## src/rtl/acc_frame_tx.sv

```systemverilog
// Snapshots the accumulator {value, overflow} on a capture strobe and sends it as a serial frame.
// Also counts overflow rising edges with saturation. Optional parity bit: define ACC_FRAME_TX_PARITY_EN.
module acc_frame_tx #(
    parameter int NB_DATA    = 6,
    parameter int CLK_DIV    = 4,
    parameter int NB_OVF_CNT = 4
) (
    input  logic                  clock,
    input  logic                  i_rst,
    input  logic [NB_DATA-1:0]    i_data,
    input  logic                  i_overflow,
    input  logic                  i_capture,
    input  logic                  i_cnt_clr,
    output logic                  o_tx,
    output logic                  o_busy,
    output logic                  o_done,
    output logic [NB_OVF_CNT-1:0] o_ovf_cnt
);
    localparam int TW = $clog2(CLK_DIV);
    localparam int BW = $clog2(NB_DATA);

    typedef enum logic [2:0] {
        IDLE,
        START,
        DATA,
        FLAG,
`ifdef ACC_FRAME_TX_PARITY_EN
        PARITY,
`endif
        STOP
    } state_t;

    state_t              state;
    state_t              state_nxt;
    logic [TW-1:0]       timer;
    logic [BW-1:0]       bit_cnt;
    logic [NB_DATA-1:0]  shift_reg;
    logic                flag_q;
    logic                load;
    logic                done_nxt;
    logic                timer_last;
    logic                bit_last;
    logic                ovf_q;
    logic                ovf_rise;
`ifdef ACC_FRAME_TX_PARITY_EN
    logic                parity_q;
`endif

    assign timer_last = (timer == TW'(CLK_DIV - 1));
    assign bit_last   = (bit_cnt == BW'(NB_DATA - 1));
    assign ovf_rise   = i_overflow & ~ovf_q;

    always_ff @(posedge clock) begin
        if (i_rst) begin
            state     <= IDLE;
            timer     <= '0;
            bit_cnt   <= '0;
            shift_reg <= '0;
            flag_q    <= 1'b0;
            o_done    <= 1'b0;
`ifdef ACC_FRAME_TX_PARITY_EN
            parity_q  <= 1'b0;
`endif
        end else begin
            state  <= state_nxt;
            o_done <= done_nxt;
            if (state == IDLE || timer_last)
                timer <= '0;
            else
                timer <= timer + TW'(1);
            if (load) begin
                shift_reg <= i_data;
                flag_q    <= i_overflow;
                bit_cnt   <= '0;
`ifdef ACC_FRAME_TX_PARITY_EN
                parity_q  <= ^i_data ^ i_overflow;
`endif
            end else if (state == DATA && timer_last) begin
                // LSB goes out first, so shift right at the end of each data bit
                shift_reg <= shift_reg >> 1;
                bit_cnt   <= bit_cnt + BW'(1);
            end
        end
    end

    always_comb begin
        state_nxt = state;
        o_tx      = 1'b1;
        o_busy    = 1'b1;
        load      = 1'b0;
        done_nxt  = 1'b0;
        case (state)
            IDLE: begin
                o_busy = 1'b0;
                if (i_capture) begin
                    load      = 1'b1;
                    state_nxt = START;
                end
            end
            START: begin
                o_tx = 1'b0;
                if (timer_last) state_nxt = DATA;
            end
            DATA: begin
                o_tx = shift_reg[0];
                if (timer_last && bit_last) state_nxt = FLAG;
            end
            FLAG: begin
                o_tx = flag_q;
`ifdef ACC_FRAME_TX_PARITY_EN
                if (timer_last) state_nxt = PARITY;
`else
                if (timer_last) state_nxt = STOP;
`endif
            end
`ifdef ACC_FRAME_TX_PARITY_EN
            PARITY: begin
                o_tx = parity_q;
                if (timer_last) state_nxt = STOP;
            end
`endif
            STOP: begin
                if (timer_last) begin
                    state_nxt = IDLE;
                    done_nxt  = 1'b1;
                end
            end
            default: state_nxt = IDLE;
        endcase
    end

    // Edge counter is independent of the frame FSM; clear beats a coincident edge
    always_ff @(posedge clock) begin
        if (i_rst) begin
            ovf_q     <= 1'b0;
            o_ovf_cnt <= '0;
        end else begin
            ovf_q <= i_overflow;
            if (i_cnt_clr)
                o_ovf_cnt <= '0;
            else if (ovf_rise && o_ovf_cnt != {NB_OVF_CNT{1'b1}})
                o_ovf_cnt <= o_ovf_cnt + NB_OVF_CNT'(1);
        end
    end
endmodule
```

## config.mk

```make
export PLATFORM = sky130hd
export DESIGN_NAME = acc_frame_tx
export DESIGN_NICKNAME = d
export VERILOG_FILES = /design/src/rtl/acc_frame_tx.sv
export SDC_FILE = /design/constraint.sdc
export NUM_CORES = 1
export LEC_CHECK = 0
export CELL_PAD_IN_SITES_DETAIL_PLACEMENT = 1
export CELL_PAD_IN_SITES_GLOBAL_PLACEMENT = 2
export CORE_MARGIN = 3
export CORE_UTILIZATION = 31
export DETAILED_ROUTE_END_ITERATION = 16
export PLACE_DENSITY_LB_ADDON = 0.3
export SLEW_MARGIN = 15
export SYNTH_ARGS = -nofsm -noshare
export SYNTH_HDL_FRONTEND = slang
export SYNTH_SLANG_ARGS = --single-unit
```

## constraint.sdc

```tcl
create_clock -name clock -period 1.8 [get_ports clock]
set_input_delay 0.36 -clock clock [delete_from_list [all_inputs] [get_ports clock]]
set_output_delay 0.36 -clock clock [all_outputs]
set_load 0.01 [all_outputs]
```

==> metrics.yaml, run 1 <==
global_routing:
  grt.overflow.total: 0
  grt_pass1_vias: 941
  antenna_found_initial: 0
  grt.total_usage_pct: 12.6
  grt_start_max_net_pins: 14
  grt_pass1_wl_um: 4180
timing:
  relSlewSlack_pct: 80.2
  drv_slew: 0
  period_share_pct: 93.7
  fin_crit_ns: 1.69
  fmax_mhz: 593
  setup_viol: 0
  fin_hold_ws_ns: 0.430
  hold_viol_final: 0
  grt_setup_unrepaired: "false"
  worst_pin_slew_ns: 0.293
  skew_ns: 0.00223
power:
  p_switching_w: 0.000215
  power_frac_seq_pct: 58.3
  p_per_area_mw_per_mm2: 639
  pwr-share-clk_pct: 27.9
  p_comb_share_pct: 13.7
  vdd_ir_drop_max_v: 0.000256
  p_leak_nw: 0.500
  p_int_w: 0.000629
  sw_frac_of_total_pct: 25.4
layout:
  layout.nets: 153
  syn_to_final_growth_pct: 28.5
  largest_reg_flops: 6
  utilization_pct: 42.6
  antenna_cells: 0
  drive_gt1_share_pct: 20.4
critical_path:
  cp-end-kind: "output port"
  cp-start-kind: "register"
  path_max_fanout: 9
  worstSetupPathType: "register to output port"
  cp_slowest_stage_delay_ns: 0.36
  critPathArrivalTime_ns: 1.33
  required_ns: 1.44
  crit_slowest_cell: "dfxtp_1"
  crit_path_cell_trace: "buf_4 > nor3_4 > inv_1 > dlygate4sd2_1"
  path_delay_family: "buffers and inverters"
  crit_buf_inv: 3
flow_run:
  drv_cap: 0
route:
  detail_route.wl_per_cell_um: 12.4
  antenna_left: 0
  dr_total_vias: 892
  vias_per_cell: 4.93
  drc: 0
  drt-pass1-iter-count: 4
  wl_um: 2240
  drt_iter0_markers: 30
clock_tree:
  clockBufferDepth: 2
  clkLatencyLatePin_ns: 0.30
  cts_tree: "built"
  cts.sinks: 21
  cts_root_buf: "clkbuf_4"
  htree_num_levels: 1
  clk_pin_slew_ns: 0.13
  cts_hold_buf: 0
  numCtsBuffers: 3
floorplanning:
  start_util_pct: 33.1
  rows: 20
  pin_count: 18
  fp.dieH_um: 63.6
  core_mm2: 0.00310
  die_w_um: 63.6
  dieArea_mm2: 0.00404
synthesis:
  synth.top_cells.by_area: "dfxtp_1, a311oi_2, nand2_1, ha_1, nor2_1"
  postSynthAreaPerCell_um2: 9.02
  ys_seq_area_share_pct: 40.9
  synth_cell_types: 38
  syn_area_mm2: 0.00103
  synth_top_area_cell: "dfxtp_1"
  synth_top_area_share_pct: 40.9
  syn_nets: 129
  ys_ff_latch: 21
  syn_inst: 114
  ys_warn_count: 0
placed_design:
  io_buffers: 17
  post-dp-hpwl_um: 1730
  globalplace.congestion: 0.759
min_path:
  min_path_type: "register to register"
status:
  outcome: "finished, final reports clean"
-- what timing repair did --
item                       4_1_cts  5_1_grt
gates resized for setup          6        2
setup buffers                    0        1
setup endpoints to repair        2        2
-- through the flow --
stage | instances | cell area (µm²) | TNS, ns | power [W] | setup WS [ns]
final | 181 | 1320 | 0 | 0.000844 | 0.114
after global routing | 181 | 1320 | 0 | 0.000900 | 0.0126
after CTS | 180 | 1310 | 0 | 0.000856 | 0.0264
after detailed placement | 176 | 1270 | -0.117 | 0.000620 | -0.0512
after global placement | 176 | 1270 | -0.133 | 0.000617 | -0.0539
after floorplan | 114 | 1030 | 0 | 0.000569 | 0.407
-- cell usage after synthesis --
cell,count
a211oi_1,1
a21oi_1,7
a311oi_2,5
and3_1,1
and4b_1,1
and4bb_2,1
buf_1,1
buf_2,3
buf_6,2
clkbuf_1,2
clkbuf_2,1
dfxtp_1,21
ha_1,4
inv_1,4
mux2i_1,1
nand2_1,16
nand2b_1,1
nand3_1,3
nand3b_1,1
nand4b_1,1
nand4bb_1,1
nor2_1,11
nor2b_1,1
nor3_1,3
nor3b_1,2
nor4_1,1
nor4b_1,2
o211a_1,1
o21a_1,2
o21ai_0,2
o311ai_0,1
o41ai_1,1
or2_2,2
or2b_1,1
or3_1,3
or4b_4,1
xnor2_1,1
xor2_1,1
-- layer usage --
| layer | track usage (%) | wire (µm) | vias to the layer above |
|---|---|---|---|
| met3 | 2.50 | 82 | 2 |
| met5 | 0 | 0 | - |
| met4 | 4.85 | 21 | 0 |
| li1 | - | - | 445 |
| met1 | 16.0 | 1120 | 433 |
| met2 | 20.7 | 1010 | 12 |
-- cell families after synthesis --
family,count (synthesis),share of synthesized area [%]
buffers and inverters,13,6.69
AO/OA/AOI/OAI,20,16.5
multiplexers,1,0.973
XOR/XNOR,2,1.70
adder cells (fa/ha/maj),4,4.87
AND/OR/NAND/NOR,53,28.3
flip-flops,21,40.9
-- cells in the final DEF, fill, tap and decap left out, types with 3 or more instances in the layout --
| cell | instances |
|---|---|
| dfxtp_1 | 20 |
| nand2_1 | 16 |
| clkdlybuf4s50_1 | 15 |
| nor2_1 | 11 |
| buf_4 | 11 |
| a21oi_1 | 7 |
| a311oi_2 | 5 |
| inv_1 | 4 |
| ha_1 | 4 |
| or3_1 | 3 |
| nand3_1 | 3 |
| clkbuf_4 | 3 |
-- cell type report --
type	count	area, µm²
Multi-Input combinational cell	80	556
Sequential cell	21	422
Clock inverter	1	5.00
Fill cell	403	1780
Clock buffer	3	22.5
Tap cell	44	55.1
Inverter	4	15.0
Timing Repair Buffer	28	246
-- final timing paths --
kind | startpoint | end | slack [ns] | depth (start not counted)
setup / recovery | state[0]$_SDFFE_PP0P_ | o_busy | 0.11 | 4
setup reg to reg | state[1]$_SDFFE_PP0P_ | bit_cnt[1]$_SDFFE_PP0P_ | 0.24 | 4
hold reg to reg | timer[0]$_SDFF_PP0_ | timer[0]$_SDFF_PP0_ | 0.43 | 1
hold / removal | timer[0]$_SDFF_PP0_ | timer[0]$_SDFF_PP0_ | 0.43 | 1
-- power groups by stage --
stage | Combinational (W) | Clock (W) | Sequential (W)
3_3_place_gp | 0.000115 | 0 | 0.000502
5_1_grt | 0.000130 | 0.000275 | 0.000495
4_1_cts | 0.000117 | 0.000247 | 0.000493
6_report | 0.000116 | 0.000236 | 0.000492
2_1_floorplan | 0.0000688 | 0 | 0.000500
3_5_place_dp | 0.000118 | 0 | 0.000503
(Power assumes the default switching activity.)
==> run 2: changes to the inputs <==
SETUP_SLACK_MARGIN = 0.1   (was not set)
==> run 2 against run 1 <==
Effect of this change:
- clock power is essentially flat
- register-to-register slack lost 0.05 ns
- via count grew 1.5%
- critical endpoint is now o_ovf_cnt[1]
==> metrics.yaml, run 2 (synthesized netlist as in run 1, its figures left out) <==
timing:
  grt_setup_unrepaired: "false"
  fin_hold_ws_ns: 0.430  # +0.0000200 ns
  fmax_mhz: 619  # +4.3%
  drv_slew: 0  # unchanged
  fin_crit_ns: 1.62  # -0.0699 ns
  period_share_pct: 89.8  # -3.9 points
  worst_pin_slew_ns: 0.362  # +0.0684 ns
  hold_viol_final: 0  # unchanged
  timing.setup.tns_ns: 0  # unchanged
  setup_viol: 0  # unchanged
  relSlewSlack_pct: 75.9  # -4.3 points
  skew_ns: 0.00282  # +0.000594 ns
critical_path:
  cp-end-kind: "output port"
  rrSetupSlack_ns: 0.19  # -0.05 ns
  reg2reg_depth: 5  # +1
  path_delay_family: "buffers and inverters"
  critPathArrivalTime_ns: 1.26  # -0.07 ns
  crit_path_cell_trace: "clkdlybuf4s50_1"
  path_max_fanout: 4  # -5
  cp.depth: 1  # -3
  required_ns: 1.44  # about the same
  crit_buf_inv: 1  # -2
  cp-start-kind: "register"
  r2r-start: "state[1]$_SDFFE_PP0P_"
  cp_slowest_stage_delay_ns: 0.55  # +0.19 ns
  setup.worst_path.end: "o_ovf_cnt[1]"
  crit_slowest_cell: "clkdlybuf4s50_1"
  r2r-end: "bit_cnt[1]$_SDFFE_PP0P_"
  worstSetupPathType: "register to output port"
  crit_start: "o_ovf_cnt[1]$_SDFFE_PP0P_"
global_routing:
  grt.overflow.total: 0  # unchanged
  antenna_found_initial: 0  # unchanged
  grt_pass1_vias: 949  # +0.85%
  grt_start_max_net_pins: 14  # unchanged
  grt.total_usage_pct: 12.8  # +0.26 points
  grt_pass1_wl_um: 4250  # +1.7%
floorplanning:
  core_mm2: 0.00310  # unchanged
  dieArea_mm2: 0.00404  # unchanged
  fp.dieH_um: 63.6  # unchanged
  pin_count: 18  # unchanged
  start_util_pct: 33.1  # unchanged
  rows: 20  # unchanged
  die_w_um: 63.6  # unchanged
power:
  p_per_area_mw_per_mm2: 631  # -1.2%
  p_leak_nw: 0.509  # +1.9%
  vdd_ir_drop_max_v: 0.000257  # +0.35%
layout:
  largest_reg_flops: 6  # unchanged
  fill_cells: 403  # unchanged
  syn_to_final_growth_pct: 31.6
  layout.nets: 154  # +0.65%
  drive_gt1_share_pct: 23.9  # +3.5 points
  utilization_pct: 43.6  # +1.0 points
  design_area_mm2: 0.00135  # +2.5%
  mostFrequentLayoutCells: "nand2_1, dfxtp_1, clkdlybuf4s50_1"
  antenna_cells: 0  # unchanged
  stdcell_count: 182  # +0.55%
placed_design:
  dp_cells: 176  # unchanged
  placed_area_mm2: 0.00127  # unchanged
  post-dp-hpwl_um: 1730  # unchanged
  globalplace.congestion: 0.759  # unchanged
  io_buffers: 17  # unchanged
clock_tree:
  clockBufferDepth: 2  # unchanged
  numCtsBuffers: 3  # unchanged
  clk_pin_slew_ns: 0.13  # about the same
  htree_num_levels: 1  # unchanged
  cts_hold_buf: 0  # unchanged
  cts.sinks: 21  # unchanged
  cts_tree: "built"
  cts_root_buf: "clkbuf_4"
  clkLatencyLatePin_ns: 0.30  # about the same
route:
  drt-pass1-iter-count: 4  # unchanged
  wl_um: 2340  # +4.7%
  drc: 0  # unchanged
  vias_per_cell: 4.97  # +0.90%
  dr_total_vias: 905  # +1.5%
  detail_route.wl_per_cell_um: 12.9  # +4.2%
  drt_iter0_markers: 17  # -43%
  antenna_left: 0  # unchanged
min_path:
  min_path_type: "register to register"
status:
  outcome: "finished, final reports clean"
flow_run:
  drv_cap: 0  # unchanged
==> run 2: changes by cell type in the layout (fill, tap and decap cells not counted), sizes merged <==
| cell | delta |
|---|---|
| clkbuf | -1 |
| clkdlybuf4s15 | +1 |
| dlygate4sd2 | -1 |
| buf | +1 |
| or4b | +1 |
==> run 2: what timing repair did <==
item | 4_1_cts | 5_1_grt
endpoints found under the setup margin | 2 | 12
pin swaps | 0 | 2
buffers inserted | 1 | 0
gates resized for setup | 10 | 8
gates cloned | 0 | 1
==> run 2: layout make-up <==
type	instances	area [µm²]	area share (%)
Tap cell	44	55.1	4.07
Multi-Input combinational cell	81	572	42.2
Clock inverter	1	5.00	0.370
Sequential cell	21	427	31.5
Inverter	4	15.0	1.11
Clock buffer	3	22.5	1.66
Timing Repair Buffer	28	258	19.0
==> run 2: routing by layer <==
metal	GRT usage, %	vias up	wire length [µm]
li1	-	451	-
met5	0	-	0
met2	21.1	14	1050
met4	4.85	0	21
met3	2.50	2	76
met1	16.5	438	1190
==> run 2: how the worst min path moves through the flow <==
stage | start | endpoint | slack [ns] | depth (start not counted)
finish | timer[0]$_SDFF_PP0_ | timer[0]$_SDFF_PP0_ | 0.43 | 1
global route | timer[0]$_SDFF_PP0_ | timer[0]$_SDFF_PP0_ | 0.47 | 1
CTS | timer[0]$_SDFF_PP0_ | timer[0]$_SDFF_PP0_ | 0.44 | 1
detailed placement | timer[0]$_SDFF_PP0_ | timer[0]$_SDFF_PP0_ | 0.42 | 1
global placement | timer[0]$_SDFF_PP0_ | timer[0]$_SDFF_PP0_ | 0.41 | 1
floorplan | timer[0]$_SDFF_PP0_ | timer[0]$_SDFF_PP0_ | 0.41 | 1
==> run 2: stage by stage <==
step	setup slack [ns]	total power, W
finish	0.184	0.000854
global route	0.103	0.000910
CTS	0.0998	0.000858
detailed placement	-0.0512	0.000620
global placement	-0.0539	0.000617
floorplan	0.407	0.000569
==> run 2: power by group <==
group,leakage [nW],switching [W],internal (W)
clock network,0.0177,0.000153,0.0000828
logic,0.318,0.0000539,0.0000709
registers,0.173,0.0000102,0.000483
==> run 3: changes to the inputs <==
GPL_TIMING_DRIVEN = 0   (was not set)
PLACE_DENSITY_LB_ADDON = 0.1   (was 0.3)
==> run 3 against run 2 <==
Effect of this change:
- die area unchanged
- combinational power about the same
- critical path depth up 4
- utilization about the same
- worst setup slack worse by 0.083 ns
- critical endpoint is now o_tx
- global-route usage up 0.78 points
- flip-flop and latch count unchanged
- highest routed layer unchanged
==> metrics.yaml, run 3 (synthesized netlist as in run 1, its figures left out) <==
route:
  drt_iter0_markers: 30  # +13
  wl_um: 2440  # +4.1%
  dr_total_vias: 901  # -0.44%
  drc: 0  # unchanged
  detail_route.wl_per_cell_um: 13.4  # +4.1%
  drt-pass1-iter-count: 4  # unchanged
  antenna_left: 0  # unchanged
  vias_per_cell: 4.95  # -0.44%
power:
  vdd_ir_drop_max_v: 0.000390  # +52%
  p_int_w: 0.000633  # -0.57%
  power_frac_seq_pct: 57.7  # about the same
  p_switching_w: 0.000221  # +1.7%
  p_per_area_mw_per_mm2: 632  # +0.10%
  p_comb_share_pct: 14.6  # about the same
  total_power_w: 0.000855  # about the same
  pwr-share-clk_pct: 27.7  # about the same
  sw_frac_of_total_pct: 25.9  # +0.44 points
  p_leak_nw: 0.510  # +0.20%
clock_tree:
  htree_num_levels: 1  # unchanged
  numCtsBuffers: 3  # unchanged
  cts_hold_buf: 0  # unchanged
  cts_tree: "built"
  clkLatencyLatePin_ns: 0.31  # about the same
  clockBufferDepth: 2  # unchanged
  cts_root_buf: "clkbuf_4"
  clk_pin_slew_ns: 0.13  # about the same
  cts.sinks: 21  # unchanged
placed_design:
  post-dp-hpwl_um: 1730  # -0.14%
  io_buffers: 16  # -1
  globalplace.congestion: 0.762  # +0.40%
  placed_area_mm2: 0.00124  # -2.5%
  dpl_worst_slack_ns: -0.156  # -0.105 ns
critical_path:
  cp-end-kind: "output port"
  critPathArrivalTime_ns: 1.34  # +0.08 ns
  worstSetupPathType: "register to output port"
  required_ns: 1.44  # about the same
  path_max_fanout: 6  # +2
  cp-start-kind: "register"
timing:
  worst_slack_ns: 0.101  # -0.0826 ns
  relSlewSlack_pct: 56.7  # -19 points
  drv_slew: 0  # unchanged
  grt_setup_unrepaired: "true"
  skew_ns: 0.00562  # +0.00280 ns
  fin_crit_ns: 1.70  # +0.0826 ns
  fmax_mhz: 589  # -4.9%
  worst_pin_slew_ns: 0.649  # +0.287 ns
  hold_viol_final: 0  # unchanged
  period_share_pct: 94.4  # +4.6 points
  setup_viol: 0  # unchanged
global_routing:
  grt.overflow.total: 0  # unchanged
  antenna_found_initial: 0  # unchanged
  grt_pass1_wl_um: 4400  # +3.4%
  grt.total_usage_pct: 13.6  # +0.78 points
  grt_pass1_vias: 987  # +4.0%
  grt_start_max_net_pins: 13  # -1
layout:
  design_area_mm2: 0.00135  # about the same
  syn_to_final_growth_pct: 31.5  # about the same
  largest_reg_flops: 6  # unchanged
  drive_gt1_share_pct: 26.1  # +2.2 points
  layout.nets: 154  # unchanged
  utilization_pct: 43.6  # about the same
  mostFrequentLayoutCells: "nand2_1, dfxtp_1, clkdlybuf4s50_1"
  antenna_cells: 0  # unchanged
floorplanning:
  dieArea_mm2: 0.00404  # unchanged
  start_util_pct: 33.1  # unchanged
  core_mm2: 0.00310  # unchanged
  fp.dieH_um: 63.6  # unchanged
  die_w_um: 63.6  # unchanged
  pin_count: 18  # unchanged
  rows: 20  # unchanged
flow_run:
  drv_cap: 0  # unchanged
status:
  outcome: "finished, final reports clean"
min_path:
  min_path_type: "input pin to register"
[run 3: stage by stage]
stage / hold slack, ns / cells / TNS, ns
after global placement: 0.416 / 174 / -0.404
after global routing: 0.475 / 182 / 0
after floorplan: 0.408 / 114 / 0
after detailed placement: 0.433 / 174 / -0.511
final: 0.417 / 182 / 0
after CTS: 0.405 / 182 / 0
[run 3: final timing paths]
kind                          from                   endpoint  slack (ns)  depth (start not counted)
max reg2reg  state[0]$_SDFFE_PP0P_  shift_reg[5]$_SDFFE_PP0P_        0.16                          6
max          state[0]$_SDFFE_PP0P_                       o_tx        0.10                          5
min reg2reg    timer[0]$_SDFF_PP0_        timer[0]$_SDFF_PP0_        0.45                          1
min                          i_rst           ovf_q$_SDFF_PP0_        0.42                          2
[run 3: repair_timing]
action                                  4_1_cts  5_1_grt
gates resized for setup                      15       14
buffers inserted                              4        0
pin swaps                                     1        1
endpoints found under the setup margin        2       10
[run 3: worst max-delay path, stage by stage (launching register included)]
cell and delay [ns]:
dfxtp_2 0.34, buf_6 0.13, nor3b_2 0.15, a21oi_1 0.06, or2_4 0.23, buf_6 0.12
[run 3: area by class of cell]
class / count / area (µm²)
inverter: 4 / 15.0
buffer: 9 / 76.3
timing repair buffer: 20 / 186
tap: 44 / 55.1
clock buffer: 3 / 22.5
clock inverter: 1 / 5.00
sequential: 21 / 427
fill: 390 / 1750
multi-input combinational: 80 / 566
[run 3: power by group through the flow]
stage	combinational (W)	clock [W]	sequential (W)
after floorplan	0.0000688	0	0.000500
after global placement	0.000111	0	0.000502
after detailed placement	0.000114	0	0.000502
after CTS	0.000120	0.000257	0.000493
after global routing	0.000139	0.000263	0.000495
final	0.000125	0.000237	0.000493
[run 3: routing by layer]
| metal | vias to the layer above | GRT usage [%] | part of all wire (%) |
|---|---|---|---|
| met3 | 2 | 4.10 | 4.3 |
| met4 | 0 | 3.23 | 0.90 |
| li1 | 449 | - | - |
| met2 | 14 | 25.8 | 54 |
| met1 | 436 | 14.5 | 41 |
| met5 | - | 0 | 0 |
